`src/rtl/bnn_pkg.sv`:
```
// Shared phase-bus encoding and sizing constants for the MNIST BNN pipeline.
// Every layer datapath decodes phase_t from this package.
package bnn_pkg;

   typedef enum logic [2:0] {
      S_IDLE = 3'd0,
      S_LOAD = 3'd1,
      S_L1   = 3'd2,
      S_L2   = 3'd3,
      S_L3   = 3'd4,
      S_DONE = 3'd5,
      S_ERR  = 3'd7
   } phase_t;

   localparam int LOAD_BEATS_DEF = 98;
   localparam int PIX_W          = 28;
   localparam int CLASS_W        = 4;

   function automatic logic is_layer(phase_t p);
      return (p == S_L1) || (p == S_L2) || (p == S_L3);
   endfunction

endpackage

```
`src/rtl/bnn_watchdog.sv`:
```
// Layer-phase timeout counter; reloads on each layer entry and reports expiry
// once the counter has run down to zero while still enabled.
module bnn_watchdog #(
   parameter int TIMEOUT_CYCLES = 4096
) (
   input  logic clk,
   input  logic rst_n,
   input  logic load,
   input  logic enable,
   output logic expired
);

   localparam int CW = (TIMEOUT_CYCLES > 2) ? $clog2(TIMEOUT_CYCLES) : 1;

   logic [CW-1:0] cnt_q, cnt_d;

   always_comb begin
      cnt_d = cnt_q;
      if (load)
         cnt_d = CW'(TIMEOUT_CYCLES - 1);
      else if (enable && (cnt_q != '0))
         cnt_d = cnt_q - 1'b1;
   end

   always_ff @(posedge clk or negedge rst_n) begin
      if (!rst_n) cnt_q <= '0;
      else        cnt_q <= cnt_d;
   end

   assign expired = enable && (cnt_q == '0);

endmodule

```
`src/rtl/bnn_layer_sequencer.sv`:
```
// Top-level BNN scheduler: image load, then layer1/layer2/output phases on the phase bus.
// Optional layer timeout watchdog enabled with `define BNN_WATCHDOG_EN.
module bnn_layer_sequencer
   import bnn_pkg::*;
#(
   parameter int LOAD_BEATS     = LOAD_BEATS_DEF,
   parameter int TIMEOUT_CYCLES = 4096,
   parameter int RESULT_HOLD    = 1
) (
   input  logic               clk,
   input  logic               rst_n,
   input  logic               start,
   input  logic               in_valid,
   output logic               in_ready,
   output logic [6:0]         load_addr,
   output logic               load_we,
   input  logic               l1_done,
   input  logic               l2_done,
   input  logic               l3_done,
   input  logic [CLASS_W-1:0] l3_class,
   output phase_t             state,
   output logic               busy,
   output logic               result_valid,
   output logic [CLASS_W-1:0] result,
   output logic               error
);

   localparam logic [6:0] LAST_ADDR = 7'(LOAD_BEATS - 1);

   phase_t               state_q, state_d;
   logic [6:0]           load_addr_q, load_addr_d;
   logic [CLASS_W-1:0]   result_q, result_d;
   logic                 in_ready_q, busy_q, result_valid_q;
   logic                 wd_expired;

   always_comb begin
      state_d     = state_q;
      load_addr_d = load_addr_q;
      result_d    = result_q;
      case (state_q)
         S_IDLE: if (start) begin
            state_d     = S_LOAD;
            load_addr_d = '0;
         end
         S_LOAD: if (in_valid) begin
            if (load_addr_q == LAST_ADDR) begin
               load_addr_d = '0;
               state_d     = S_L1;
            end else begin
               load_addr_d = load_addr_q + 7'd1;
            end
         end
         // The current phase's done beats an expiry on the same cycle.
         S_L1: if (l1_done) state_d = S_L2;
               else if (wd_expired) state_d = S_ERR;
         S_L2: if (l2_done) state_d = S_L3;
               else if (wd_expired) state_d = S_ERR;
         S_L3: if (l3_done) begin
            state_d  = S_DONE;
            result_d = l3_class;
         end else if (wd_expired) begin
            state_d = S_ERR;
         end
         S_DONE: if (RESULT_HOLD == 0) begin
            state_d = S_IDLE;
         end else if (start) begin
            state_d     = S_LOAD;
            load_addr_d = '0;
         end
         S_ERR: if (start) begin
            state_d     = S_LOAD;
            load_addr_d = '0;
         end
         default: state_d = S_IDLE;
      endcase
   end

   always_ff @(posedge clk or negedge rst_n) begin
      if (!rst_n) begin
         state_q        <= S_IDLE;
         load_addr_q    <= '0;
         result_q       <= '0;
         in_ready_q     <= 1'b0;
         busy_q         <= 1'b0;
         result_valid_q <= 1'b0;
      end else begin
         state_q        <= state_d;
         load_addr_q    <= load_addr_d;
         result_q       <= result_d;
         in_ready_q     <= (state_d == S_LOAD);
         busy_q         <= (state_d != S_IDLE) && (state_d != S_DONE);
         result_valid_q <= (state_d == S_DONE);
      end
   end

`ifdef BNN_WATCHDOG_EN
   logic error_q;

   bnn_watchdog #(
      .TIMEOUT_CYCLES (TIMEOUT_CYCLES)
   ) u_wd (
      .clk     (clk),
      .rst_n   (rst_n),
      .load    (is_layer(state_d) && (state_d != state_q)),
      .enable  (is_layer(state_q)),
      .expired (wd_expired)
   );

   always_ff @(posedge clk or negedge rst_n) begin
      if (!rst_n) error_q <= 1'b0;
      else        error_q <= (state_d == S_ERR);
   end

   assign error = error_q;
`else
   logic unused_timeout;
   assign unused_timeout = ^32'(TIMEOUT_CYCLES);
   assign wd_expired     = 1'b0;
   assign error          = 1'b0;
`endif

   assign state        = state_q;
   assign load_addr    = load_addr_q;
   assign in_ready     = in_ready_q;
   assign busy         = busy_q;
   assign result_valid = result_valid_q;
   assign result       = result_q;
   assign load_we      = in_valid & in_ready_q;

endmodule

```
`config.mk`:
```
export PLATFORM = sky130hd
export DESIGN_NAME = bnn_layer_sequencer
export DESIGN_NICKNAME = d
export VERILOG_FILES = /design/src/rtl/bnn_pkg.sv /design/src/rtl/bnn_watchdog.sv /design/src/rtl/bnn_layer_sequencer.sv
export SDC_FILE = /design/constraint.sdc
export NUM_CORES = 1
export LEC_CHECK = 0
export BUFFER_PORTS_ARGS = -buffer_cell sky130_fd_sc_hd__clkbuf_2
export CAP_MARGIN = 30
export CORE_MARGIN = 4
export CORE_UTILIZATION = 49
export CTS_CLUSTER_DIAMETER = 200
export DETAILED_ROUTE_END_ITERATION = 7
export PLACE_DENSITY = 0.8
export REMOVE_ABC_BUFFERS = 1
export SLEW_MARGIN = 20
export SYNTH_ARGS = -nofsm -noshare
export SYNTH_HDL_FRONTEND = slang
export SYNTH_SLANG_ARGS = --single-unit
```
`constraint.sdc`:
```
create_clock -name clk -period 2.15 [get_ports clk]
set_input_delay 0.215 -clock clk [delete_from_list [all_inputs] [get_ports clk]]
set_output_delay 0.215 -clock clk [all_outputs]
set_load 0.01 [all_outputs]
```
==> out/metrics.yaml <==
setup_path:
  worstSetupStartpoint: "state[0]"
  path_class: "flop to flop"
  worst-path-max-fanout: 15
  crit_arrival_ps: 1940
  start_kind: "flop"
  reg2reg_slack_ps: 400
  reg2reg_depth: 4
  reg2reg_from: "state[0]"
  cp-end-kind: "flop"
  cp.required_ps: 2340
power_and_ir_drop:
  power_density_nw_per_um2: 1360
  ir_drop_mv: 0.599
  p_leak_nw: 0.564
layout:
  area_delta_synth_final_pct: 18.3
  utilization_pct: 62.9
  multi_input_area_um2: 465
  layout-drive-gt1-share_pct: 29.4
  final.fill_count: 164
  antenna_cells: 0
  seqCellArea_um2: 425
  final_nets: 140
global_routing:
  grt_pass1_wl_um: 3250
  overflow: 0
  grt_max_degree: 18
  grt_antenna_before_repair: 0
  grt_usage_pct: 16.0
  grt_pass1_vias: 722
clocking:
  clock_sinks: 17
  root_buffer: "clkbuf_4"
  cts_tree: "done"
  numCtsBuffers: 3
  clkTransAtPathRegs_ps: 100
  htreeDepth: 1
  clock_latency_ps: 280
  cts_setup_buffers: 0
  clk_path_buf_depth: 2
detailed_routing:
  wire_per_inst_um: 12.1
  top_layer_used: "met4"
  remaining_drc_errors: 0
  vias_per_cell: 5.19
  wl_met1_um: 836
  wl_um: 1830
  met2_length_um: 901
  drt-initial-drc-count: 14
  drtPass1Iterations: 4
  wl_met3_um: 76
  dr_total_vias: 784
  detail-route-antenna-nets: 0
floorplanning:
  coreArea_um2: 1760
  die_area_um2: 2680
  ioPinCount: 30
  start_util_pct: 53.2
  dieWidth_um: 51.8
  row_count: 15
  die_h_um: 51.8
logic_synthesis:
  post_synth_inst_count: 99
  ys_warn_count: 0
  syn-cell-area_um2: 938
  async_flop_share_pct: 100
  synth_seq_area_share_pct: 45.3
  synth-edff-count: 0
  synth-seq-cells: 17
  ys_dominant_reg_cell: "dfrtp_1"
  yosysUniqueCellTypes: 40
  avgSynthCellArea_um2: 9.48
timing:
  finalSetupTns_ps: 0
  setup_viol: 0
  hold_viol_final: 0
  finalMaxSlewViolations: 0
  min_period_ps: 1750
  rsz0062_at_grt: "false"
  fmaxAchievable_mhz: 572
  fin_skew_ps: 9.30
  period_share_pct: 81.3
place:
  dp_hpwl_um: 1450
  place.gp.congestion: 0.849
  io_buffers: 28
worst_hold_path:
  hp-class: "input pin to flop"
  min_path_cells: 2
  worstHoldStart: "l3_class[1]"
outcome:
  status: "finished clean"
job:
  maxCapViolations: 0
## power by group
part	total, mW	internal (mW)	leakage [nW]	switching [mW]
logic	0.731	0.337	0.337	0.394
clock network	0.162	0.0718	0.0150	0.0899
registers	0.613	0.449	0.212	0.164
total	1.51	0.857	0.564	0.648
## registers in the layout, indices dropped and copies added (netlist names)
name and flops:
result_valid 1, load_addr 7, state 3, result 4, busy 1, in_ready 1
## placed cells by master, fill, tap and decap left out, drive strengths merged
| cell type | count |
|---|---|
| o31a | 1 |
| o41a | 1 |
| o211ai | 1 |
| or2 | 3 |
| nor2b | 2 |
| mux2i | 2 |
| and2 | 2 |
| nand2b | 4 |
| o211a | 1 |
| and3 | 3 |
| nor3 | 1 |
| or3 | 1 |
| ha | 2 |
| a21oi | 3 |
| nand4bb | 1 |
| a22o | 1 |
| or4 | 1 |
| o221ai | 1 |
| nand2 | 9 |
| inv | 3 |
| a22oi | 1 |
| nand4 | 1 |
| conb | 1 |
| and3b | 1 |
| nand3 | 4 |
| nor3b | 1 |
| o21ai | 11 |
| mux2 | 4 |
| or3b | 1 |
| nor2 | 6 |
| o31ai | 1 |
| clkbuf | 32 |
| dlygate4sd3 | 1 |
| nor4 | 1 |
| dfrtp | 17 |
## final timing paths
| path | to |
|---|---|
| setup / recovery | load_addr[3] |
| hold / removal | result[1] |
| setup reg to reg | load_addr[3] |
| hold reg to reg | result[3] |
| max in group asynchronous | result_valid |
| min in group asynchronous | load_addr[4] |
## synth_stat cells, types with 3 or more instances
library cell | n | area (um^2)
dfrtp_1 | 17 | 425
o21ai_0 | 10 | 50.1
nand2_1 | 9 | 33.8
nor2_1 | 6 | 22.5
mux2_2 | 4 | 45.0
nand2b_1 | 4 | 25.0
nand3_1 | 4 | 20.0
a21oi_1 | 3 | 15.0
and3_1 | 3 | 18.8
inv_1 | 3 | 11.3
## what timing repair did
action / 4_1_cts / 5_1_grt
hold buffers: 1 / 0
gates resized for setup: 0 / 0
endpoints found under the hold margin: 17 / 0
## logic make-up (layout without fill, tap and decap cells)
| kind of cell | count (synthesis) | in the layout | synth area share [%] |
|---|---|---|---|
| other cells | 1 | 1 | 0.400 |
| fa+ha+maj | 2 | 2 | 2.67 |
| compound gates | 22 | 22 | 14.9 |
| mux | 6 | 6 | 6.93 |
| buf+inv | 9 | 36 | 5.07 |
| simple gates | 42 | 42 | 24.7 |
| flops | 17 | 17 | 45.3 |
## layer usage
metal	global-route usage, %	vias up
li1	-	401
met1	21.9	367
met2	26.3	14
met3	1.72	2
met4	5.24	0
met5	0	-
## area by class of cell
cell class	instances	share of cell area, %
multi-input cells	73	41.9
flip-flops and latches	17	38.3
repair buffers	29	13.5
well taps	25	2.82
clock buffers	4	2.37
inverters	3	1.01
## metrics by stage
| step | area [um^2] | total power, mW | hold slack, ps | instances | worst slack, ps |
|---|---|---|---|---|---|
| 4_1_cts | 1110 | 1.52 | 161 | 151 | 407 |
| 3_5_place_dp | 1070 | 1.35 | 169 | 146 | 419 |
| 3_3_place_gp | 1070 | 1.33 | 161 | 146 | 443 |
| 6_report | 1110 | 1.51 | 168 | 151 | 401 |
| 5_1_grt | 1110 | 1.67 | 159 | 151 | 242 |
| 2_1_floorplan | 902 | 1.10 | -80.6 | 93 | 497 |
## critical path, cell delays in order (launching register included)
cell     delay (ps)
dfrtp_1         590
mux2i_1         130
o31a_1          360
or2_1           320
o31ai_1         260
Note: power is estimated with default switching activity, not from simulation.
